`src/rtl/periferico_muldiv_pkg.sv`:
```
// Shared definitions for the multiply/divide peripheral: bus map, control/status bits, FSM states.
package periferico_muldiv_pkg;

  localparam logic [4:0] ADDR_A         = 5'h04;
  localparam logic [4:0] ADDR_B         = 5'h08;
  localparam logic [4:0] ADDR_CTRL      = 5'h0C;
  localparam logic [4:0] ADDR_RESULT    = 5'h10;
  localparam logic [4:0] ADDR_STATUS    = 5'h14;
  localparam logic [4:0] ADDR_REMAINDER = 5'h18;

  localparam int CTRL_START  = 0;
  localparam int CTRL_OP     = 1;
  localparam int CTRL_SIGNED = 2;

  localparam int STAT_DONE = 0;
  localparam int STAT_BUSY = 1;
  localparam int STAT_DBZ  = 2;

  typedef enum logic [2:0] {
    ST_IDLE,
    ST_LOAD,
    ST_RUN,
    ST_FIX,
    ST_DONE
  } state_e;

endpackage

```
`src/rtl/periferico_muldiv_core.sv`:
```
// Sequential shift-add multiplier / restoring divider with sign handling and divide-by-zero detection.
module periferico_muldiv_core
  import periferico_muldiv_pkg::*;
#(
  parameter int WIDTH = 16
) (
  input  logic               clk,
  input  logic               reset,
  input  logic               start,
  input  logic               op,
  input  logic               sgn,
  input  logic [WIDTH-1:0]   a,
  input  logic [WIDTH-1:0]   b,
  output logic               busy,
  output logic               done,
  output logic               dbz,
  output logic [2*WIDTH-1:0] result,
  output logic [2*WIDTH-1:0] remainder
);

  localparam int CW = $clog2(WIDTH + 1);

  state_e             state_q, state_d;
  logic [WIDTH-1:0]   hi_q, hi_d;
  logic [WIDTH-1:0]   lo_q, lo_d;
  logic [WIDTH-1:0]   dvs_q, dvs_d;
  logic [CW-1:0]      cnt_q, cnt_d;
  logic               op_q, op_d;
  logic               sgn_q, sgn_d;
  logic               neg_res_q, neg_res_d;
  logic               neg_rem_q, neg_rem_d;
  logic               busy_q, busy_d;
  logic               done_q, done_d;
  logic               dbz_q, dbz_d;
  logic [2*WIDTH-1:0] result_q, result_d;
  logic [2*WIDTH-1:0] remainder_q, remainder_d;

  logic [WIDTH-1:0]   a_mag, b_mag;
  logic [WIDTH:0]     mul_sum;
  logic [WIDTH:0]     div_shift;
  logic [WIDTH:0]     div_diff;
  logic               div_ge;

  always_comb begin
    a_mag     = (sgn_q && a[WIDTH-1]) ? -a : a;
    b_mag     = (sgn_q && b[WIDTH-1]) ? -b : b;
    // hi holds the partial product (mul) or running remainder (div); lo holds multiplier / dividend bits.
    mul_sum   = {1'b0, hi_q} + (lo_q[0] ? {1'b0, dvs_q} : {(WIDTH+1){1'b0}});
    div_shift = {hi_q, lo_q[WIDTH-1]};
    div_diff  = div_shift - {1'b0, dvs_q};
    div_ge    = (div_shift >= {1'b0, dvs_q});

    state_d     = state_q;
    hi_d        = hi_q;
    lo_d        = lo_q;
    dvs_d       = dvs_q;
    cnt_d       = cnt_q;
    op_d        = op_q;
    sgn_d       = sgn_q;
    neg_res_d   = neg_res_q;
    neg_rem_d   = neg_rem_q;
    busy_d      = busy_q;
    done_d      = done_q;
    dbz_d       = dbz_q;
    result_d    = result_q;
    remainder_d = remainder_q;

    case (state_q)
      ST_IDLE: begin
        if (start) begin
          state_d = ST_LOAD;
          op_d    = op;
          sgn_d   = sgn;
          busy_d  = 1'b1;
          done_d  = 1'b0;
          dbz_d   = 1'b0;
        end
      end
      ST_LOAD: begin
        neg_res_d = sgn_q & (a[WIDTH-1] ^ b[WIDTH-1]);
        neg_rem_d = sgn_q & a[WIDTH-1];
        hi_d      = '0;
        lo_d      = a_mag;
        dvs_d     = b_mag;
        cnt_d     = '0;
        if (op_q && (b == '0)) begin
          state_d     = ST_DONE;
          dbz_d       = 1'b1;
          result_d    = {{WIDTH{1'b0}}, {WIDTH{1'b1}}};
          remainder_d = {{WIDTH{1'b0}}, a};
        end else begin
          state_d = ST_RUN;
        end
      end
      ST_RUN: begin
        if (op_q) begin
          hi_d = div_ge ? div_diff[WIDTH-1:0] : div_shift[WIDTH-1:0];
          lo_d = {lo_q[WIDTH-2:0], div_ge};
        end else begin
          hi_d = mul_sum[WIDTH:1];
          lo_d = {mul_sum[0], lo_q[WIDTH-1:1]};
        end
        cnt_d = cnt_q + CW'(1);
        if (cnt_q == CW'(WIDTH - 1)) begin
          state_d = ST_FIX;
        end
      end
      ST_FIX: begin
        if (op_q) begin
          result_d    = {{WIDTH{1'b0}}, (neg_res_q ? -lo_q : lo_q)};
          remainder_d = {{WIDTH{1'b0}}, (neg_rem_q ? -hi_q : hi_q)};
        end else begin
          result_d = neg_res_q ? -{hi_q, lo_q} : {hi_q, lo_q};
        end
        state_d = ST_DONE;
      end
      ST_DONE: begin
        busy_d  = 1'b0;
        done_d  = 1'b1;
        state_d = ST_IDLE;
      end
      default: state_d = ST_IDLE;
    endcase
  end

  always_ff @(posedge clk) begin
    if (!reset) begin
      state_q     <= ST_IDLE;
      hi_q        <= '0;
      lo_q        <= '0;
      dvs_q       <= '0;
      cnt_q       <= '0;
      op_q        <= 1'b0;
      sgn_q       <= 1'b0;
      neg_res_q   <= 1'b0;
      neg_rem_q   <= 1'b0;
      busy_q      <= 1'b0;
      done_q      <= 1'b0;
      dbz_q       <= 1'b0;
      result_q    <= '0;
      remainder_q <= '0;
    end else begin
      state_q     <= state_d;
      hi_q        <= hi_d;
      lo_q        <= lo_d;
      dvs_q       <= dvs_d;
      cnt_q       <= cnt_d;
      op_q        <= op_d;
      sgn_q       <= sgn_d;
      neg_res_q   <= neg_res_d;
      neg_rem_q   <= neg_rem_d;
      busy_q      <= busy_d;
      done_q      <= done_d;
      dbz_q       <= dbz_d;
      result_q    <= result_d;
      remainder_q <= remainder_d;
    end
  end

  assign busy      = busy_q;
  assign done      = done_q;
  assign dbz       = dbz_q;
  assign result    = result_q;
  assign remainder = remainder_q;

endmodule

```
`src/rtl/periferico_muldiv.sv`:
```
// Bus front end of the multiply/divide peripheral: address decode, operand registers and read mux.
module periferico_muldiv
  import periferico_muldiv_pkg::*;
#(
  parameter int WIDTH = 16
) (
  input  logic               clk,
  input  logic               reset,
  input  logic [WIDTH-1:0]   d_in,
  input  logic               cs,
  input  logic [4:0]         addr,
  input  logic               rd,
  input  logic               wr,
  output logic [2*WIDTH-1:0] d_out
);

  logic [WIDTH-1:0]   a_q, a_d;
  logic [WIDTH-1:0]   b_q, b_d;
  logic               wr_en, rd_en, start;
  logic               busy, done, dbz;
  logic [2*WIDTH-1:0] result, remainder;

  // Operands and CTRL are frozen while an operation is in flight.
  always_comb begin
    wr_en = cs & wr & ~busy;
    rd_en = cs & rd & ~wr;
    start = wr_en && (addr == ADDR_CTRL) && d_in[CTRL_START];
    a_d   = (wr_en && (addr == ADDR_A)) ? d_in : a_q;
    b_d   = (wr_en && (addr == ADDR_B)) ? d_in : b_q;
  end

  always_ff @(posedge clk) begin
    if (!reset) begin
      a_q <= '0;
      b_q <= '0;
    end else begin
      a_q <= a_d;
      b_q <= b_d;
    end
  end

  always_comb begin
    d_out = '0;
    if (rd_en) begin
      case (addr)
        ADDR_A:         d_out = {{WIDTH{1'b0}}, a_q};
        ADDR_B:         d_out = {{WIDTH{1'b0}}, b_q};
        ADDR_RESULT:    d_out = result;
        ADDR_REMAINDER: d_out = remainder;
        ADDR_STATUS: begin
          d_out[STAT_DONE] = done;
          d_out[STAT_BUSY] = busy;
          d_out[STAT_DBZ]  = dbz;
        end
        default:        d_out = '0;
      endcase
    end
  end

  periferico_muldiv_core #(
    .WIDTH(WIDTH)
  ) u_core (
    .clk       (clk),
    .reset     (reset),
    .start     (start),
    .op        (d_in[CTRL_OP]),
    .sgn       (d_in[CTRL_SIGNED]),
    .a         (a_q),
    .b         (b_q),
    .busy      (busy),
    .done      (done),
    .dbz       (dbz),
    .result    (result),
    .remainder (remainder)
  );

endmodule

```
`config.mk`:
```
export PLATFORM = sky130hd
export DESIGN_NAME = periferico_muldiv
export DESIGN_NICKNAME = d
export VERILOG_FILES = /design/src/rtl/periferico_muldiv_pkg.sv /design/src/rtl/periferico_muldiv_core.sv /design/src/rtl/periferico_muldiv.sv
export SDC_FILE = /design/constraint.sdc
export NUM_CORES = 1
export LEC_CHECK = 0
export ABC_AREA = 1
export CORE_ASPECT_RATIO = 1.5
export CORE_UTILIZATION = 55
export DETAILED_ROUTE_END_ITERATION = 16
export GPL_ROUTABILITY_DRIVEN = 0
export PLACE_DENSITY = 0.77
export SLEW_MARGIN = 20
export SYNTH_ARGS = -nofsm -noshare
export SYNTH_HDL_FRONTEND = slang
export SYNTH_HIERARCHICAL = 1
export SYNTH_SLANG_ARGS = --single-unit
```
`constraint.sdc`:
```
create_clock -name clk -period 2.2 [get_ports clk]
set_input_delay 0.44 -clock clk [delete_from_list [all_inputs] [get_ports clk]]
set_output_delay 0.44 -clock clk [all_outputs]
set_load 0.01 [all_outputs]
```
==> results by group, run 1 <==
Outcome
  • Outcome: complete, no violations

Finish
  • Share of cells above drive strength 1: 17.0%
  • Area Overhead vs Synth: 22.8%
  • Nets: ~2,000
  • Layout fillers: between 1,500 and 2,000
  • ANT cells: 0
  • Layout Utilization: approximately 70%

Setup path
  • CP Class: flop to flop
  • CP Max Fanout: 16
  • Worst Path Required: 2.54 ns
  • Critical path launch point type: flop
  • Arrival @ worst endpoint: around 2.5 ns
  • Worst Setup End Kind: flop

Power and ir drop
  • Leak: slightly above 6 nW
  • Combinational power share: between 30% and 40%
  • Switching power of the nets: 3.61 mW
  • Final Power: approximately 9.3 mW
  • Pwr Density: between 600 and 700 nW/µm²
  • Sw Ratio: between 30% and 40%
  • Clock power frac: 30.9%
  • Maximum VDD drop: approximately 620 µV
  • Flop pwr share: a little under a third
  • Internal cell power: ~5.7 mW

Synth
  • Count of cell types in the netlist: between 50 and 60
  • Simple-gate portion of the synthesized area: 37.3%
  • Ys flop type: dfxtp_1
  • Adder-Cell Fraction of Synth Area: between 4 and 5%
  • Seq/Total Area, Yosys: 26.1%
  • FF+latch count, synth: ~140
  • Synth warn: 6
  • Post-Synthesis Cells: between 1,500 and 2,000
  • Avg Inst Size Synth: approximately 6.1 µm²
  • Complex-gate fraction of the synthesized area: roughly 17%
  • Largest family of logic cells by synthesized area: simple AND/OR/NAND/NOR gates
  • Number of synthesized flops with an enable pin: 0
  • Async S/R FF share, synth: 0%
  • Post-synthesis xor/xnor area fraction: under 10%
  • Multiplexer share of the synthesized area: 0%
  • Cell Area, Synth: about 11,000 µm²

Clock network
  • CTS root buf: clkbuf_16
  • CTS tree: built
  • Num CTS Buffers: 17
  • CTS max path bufs: 2
  • Clock-pin slew on the worst setup and hold paths: around 0.060 ns
  • Clock Latency Late Sink: approximately 0.42 ns
  • CTS H-tree lvls: 4
  • Hold buffer count at CTS: 0
  • Clock sink count: 143

Timing
  • Hold Worst Slack: between 0.4 and 0.5 ns
  • Clock skew: approximately 0.011 ns
  • Worst slew pin tran: between 0.5 and 0.6 ns
  • Final critical-path share of the clock period: 98.0%
  • Endpoints failing setup: 0
  • Max Clk Rate: 464 MHz
  • Final slew viol count: 0
  • RSZ-0062 raised after global routing: yes
  • Final Critical Period: approximately 2.2 ns
  • Final WS setup: 0.0441 ns
  • Final Hold Viols: 0
  • Rel. slew slack: 61.7%

Placement
  • Detailed Place HPWL: 29,300 µm
  • PortBufs: between 50 and 60
  • Setup WS pre-CTS: -0.673 ns

Global route
  • First-pass GRT wire length: between 60,000 and 70,000 µm
  • Remaining Overflow, GRT: 0
  • Pin count of the biggest net entering global routing: between 60 and 70
  • GRT Overall Usage: roughly two fifths
  • Initial antenna violation count: 1
  • Vias in the first global route: around 12,000

Floorplanning
  • Die Wd: ~120 µm
  • Core area: roughly 19,000 µm²
  • Rows: 62
  • Total I/O pin count: 58
  • Die ar.: just over 20,000 µm²
  • Die Ht: ~170 µm
  • Initial Utilization: a little under three fifths

Routing
  • Post-route ant nets: 0
  • DRC errors left: 0
  • Routed WL: 40,200 µm
  • Total iterations of the first detailed-routing run: 6
  • Vias: 13,100
  • DR vias/cell: 5.94
  • Routed WL per cell: 18.3 µm
  • DRT iter0 DRCs: ~1,200

Worst hold path
  • Worst Hold Class: input pin to flop

Run
  • Max-capacitance violation count: 0
-- flip-flops by register name, indices dropped and copies added (netlist names) --
signal / count
u_core/sgn_q: 1
u_core/done: 1
u_core/hi_q: 16
u_core/state_q: 3
a_q: 16
u_core/dvs_q: 16
u_core/result: 32
u_core/neg_rem_q: 1
u_core/lo_q: 16
b_q: 16
u_core/neg_res_q: 1
u_core/op_q: 1
u_core/dbz: 1
u_core/busy: 1
u_core/remainder: 16
u_core/cnt_q: 5
-- layout by cell type, fill, tap and decap left out, types with 19 or more instances in the layout --
master / Yosys / final
inv_1: 210 / 205
a31oi_1: 21 / 21
nor2_1: 214 / 203
ha_1: 38 / 19
nand2_1: 432 / 420
xor2_1: 26 / 25
nand3_1: 143 / 135
dfxtp_1: 143 / 130
nand2_2: 11 / 22
a21oi_1: 134 / 121
clkdlybuf4s50_1: 0 / 19
o21ai_1: 15 / 26
o21ai_0: 128 / 113
buf_4: 22 / 112
nand4_1: 79 / 79
-- final timing paths --
kind                            end  cells after the start  slack, ns               from
setup / recovery    u_core/hi_q[10]                     14       0.04     u_core/lo_q[0]
hold / removal      u_core/dvs_q[3]                      3       0.45              reset
setup reg to reg    u_core/hi_q[10]                     14       0.04     u_core/lo_q[0]
hold reg to reg   u_core/result[22]                      2       0.46  u_core/result[22]
-- metrics by stage --
step | instance area, µm² | std cells | TNS, ns
floorplan | 11000 | 1823 | 0
global placement | 12400 | 2158 | -16.64
detailed placement | 12400 | 2158 | -17.25
CTS | 13000 | 2196 | 0
global route | 13500 | 2199 | -0.210
finish | 13500 | 2199 | 0
-- final cells by class --
| type | instances | area [µm²] | area share (%) |
|---|---|---|---|
| inverter | 223 | 838 | 6.23 |
| timing repair buffer | 187 | 1610 | 11.9 |
| clock buffer | 19 | 443 | 3.29 |
| tap | 256 | 320 | 2.38 |
| multi-input combinational | 1358 | 7230 | 53.7 |
| sequential | 143 | 2880 | 21.4 |
| clock inverter | 13 | 136 | 1.01 |
-- kinds of logic after synthesis --
kind of cell	count (synthesis)
xor+xnor	33
fa+ha+maj	40
buf+inv	322
other cells	1
flops	143
compound gates	342
simple gates	927
-- synth_stat cells (12+ instances only) --
library cell  number  area (µm²)
o21ai_1           15        75.1
buf_4             22         165
xor2_1            26         228
inv_1            210         788
nand4_1           79         494
dfxtp_1          143        2860
nand2_1          432        1620
a31oi_1           21         131
a21oi_1          134         671
o211ai_1          12        90.1
clkbuf_1          44         165
nor2_1           214         803
o21ai_0          128         641
ha_1              38         475
buf_2             22         110
nand3_1          143         716
-- repair_timing --
action | in CTS | in global routing
pin swaps | 10 | 8
setup endpoints to repair | 46 | 74
setup buffers | 6 | 3
cloned | 1 | 0
gates resized for setup | 139 | 101
-- power by group through the flow --
stage	combinational [mW]	sequential, mW	clock [mW]
2_1_floorplan	2.37	2.84	0
3_3_place_gp	3.11	2.88	0
3_5_place_dp	3.19	2.89	0
4_1_cts	3.32	2.84	2.87
5_1_grt	3.87	2.86	2.98
6_report	3.56	2.85	2.87
-- routing by layer --
metal  wire (µm)  share of wire, %  track usage [%]  vias up
met3        3460               8.6             9.37      246
met4        3820               9.5             34.0        2
met1       14300                36             43.7     5889
li1            -                 -                -     6191
met2       18600                46             64.0      726
met5          24             0.060                0        -
-- worst max-delay path, cell delays in order (launching register included) --
cell and delay [ns]:
dfxtp_2 0.34, buf_12 0.15, nand2_1 0.13, inv_1 0.11, ha_1 0.35, nand2_1 0.11, o21ai_1 0.20, inv_1 0.07
nand2_1 0.07, nand2_1 0.04, nand3_1 0.10, nand2_1 0.06, inv_1 0.08, nand2_1 0.06, a21oi_2 0.18
Note: power is estimated with default switching activity, not from simulation.
==> run 2, diff against run 1 <==
--- a/config.mk
+++ b/config.mk
@@ -8,6 +8,7 @@
 export ABC_AREA = 1
 export CORE_ASPECT_RATIO = 1.5
 export CORE_UTILIZATION = 55
+export CTS_CLUSTER_SIZE = 8
 export DETAILED_ROUTE_END_ITERATION = 16
 export GPL_ROUTABILITY_DRIVEN = 0
 export PLACE_DENSITY = 0.77
==> results of run 2 <==
No change in the layout: final DEF, timing and power equal those of run 1.
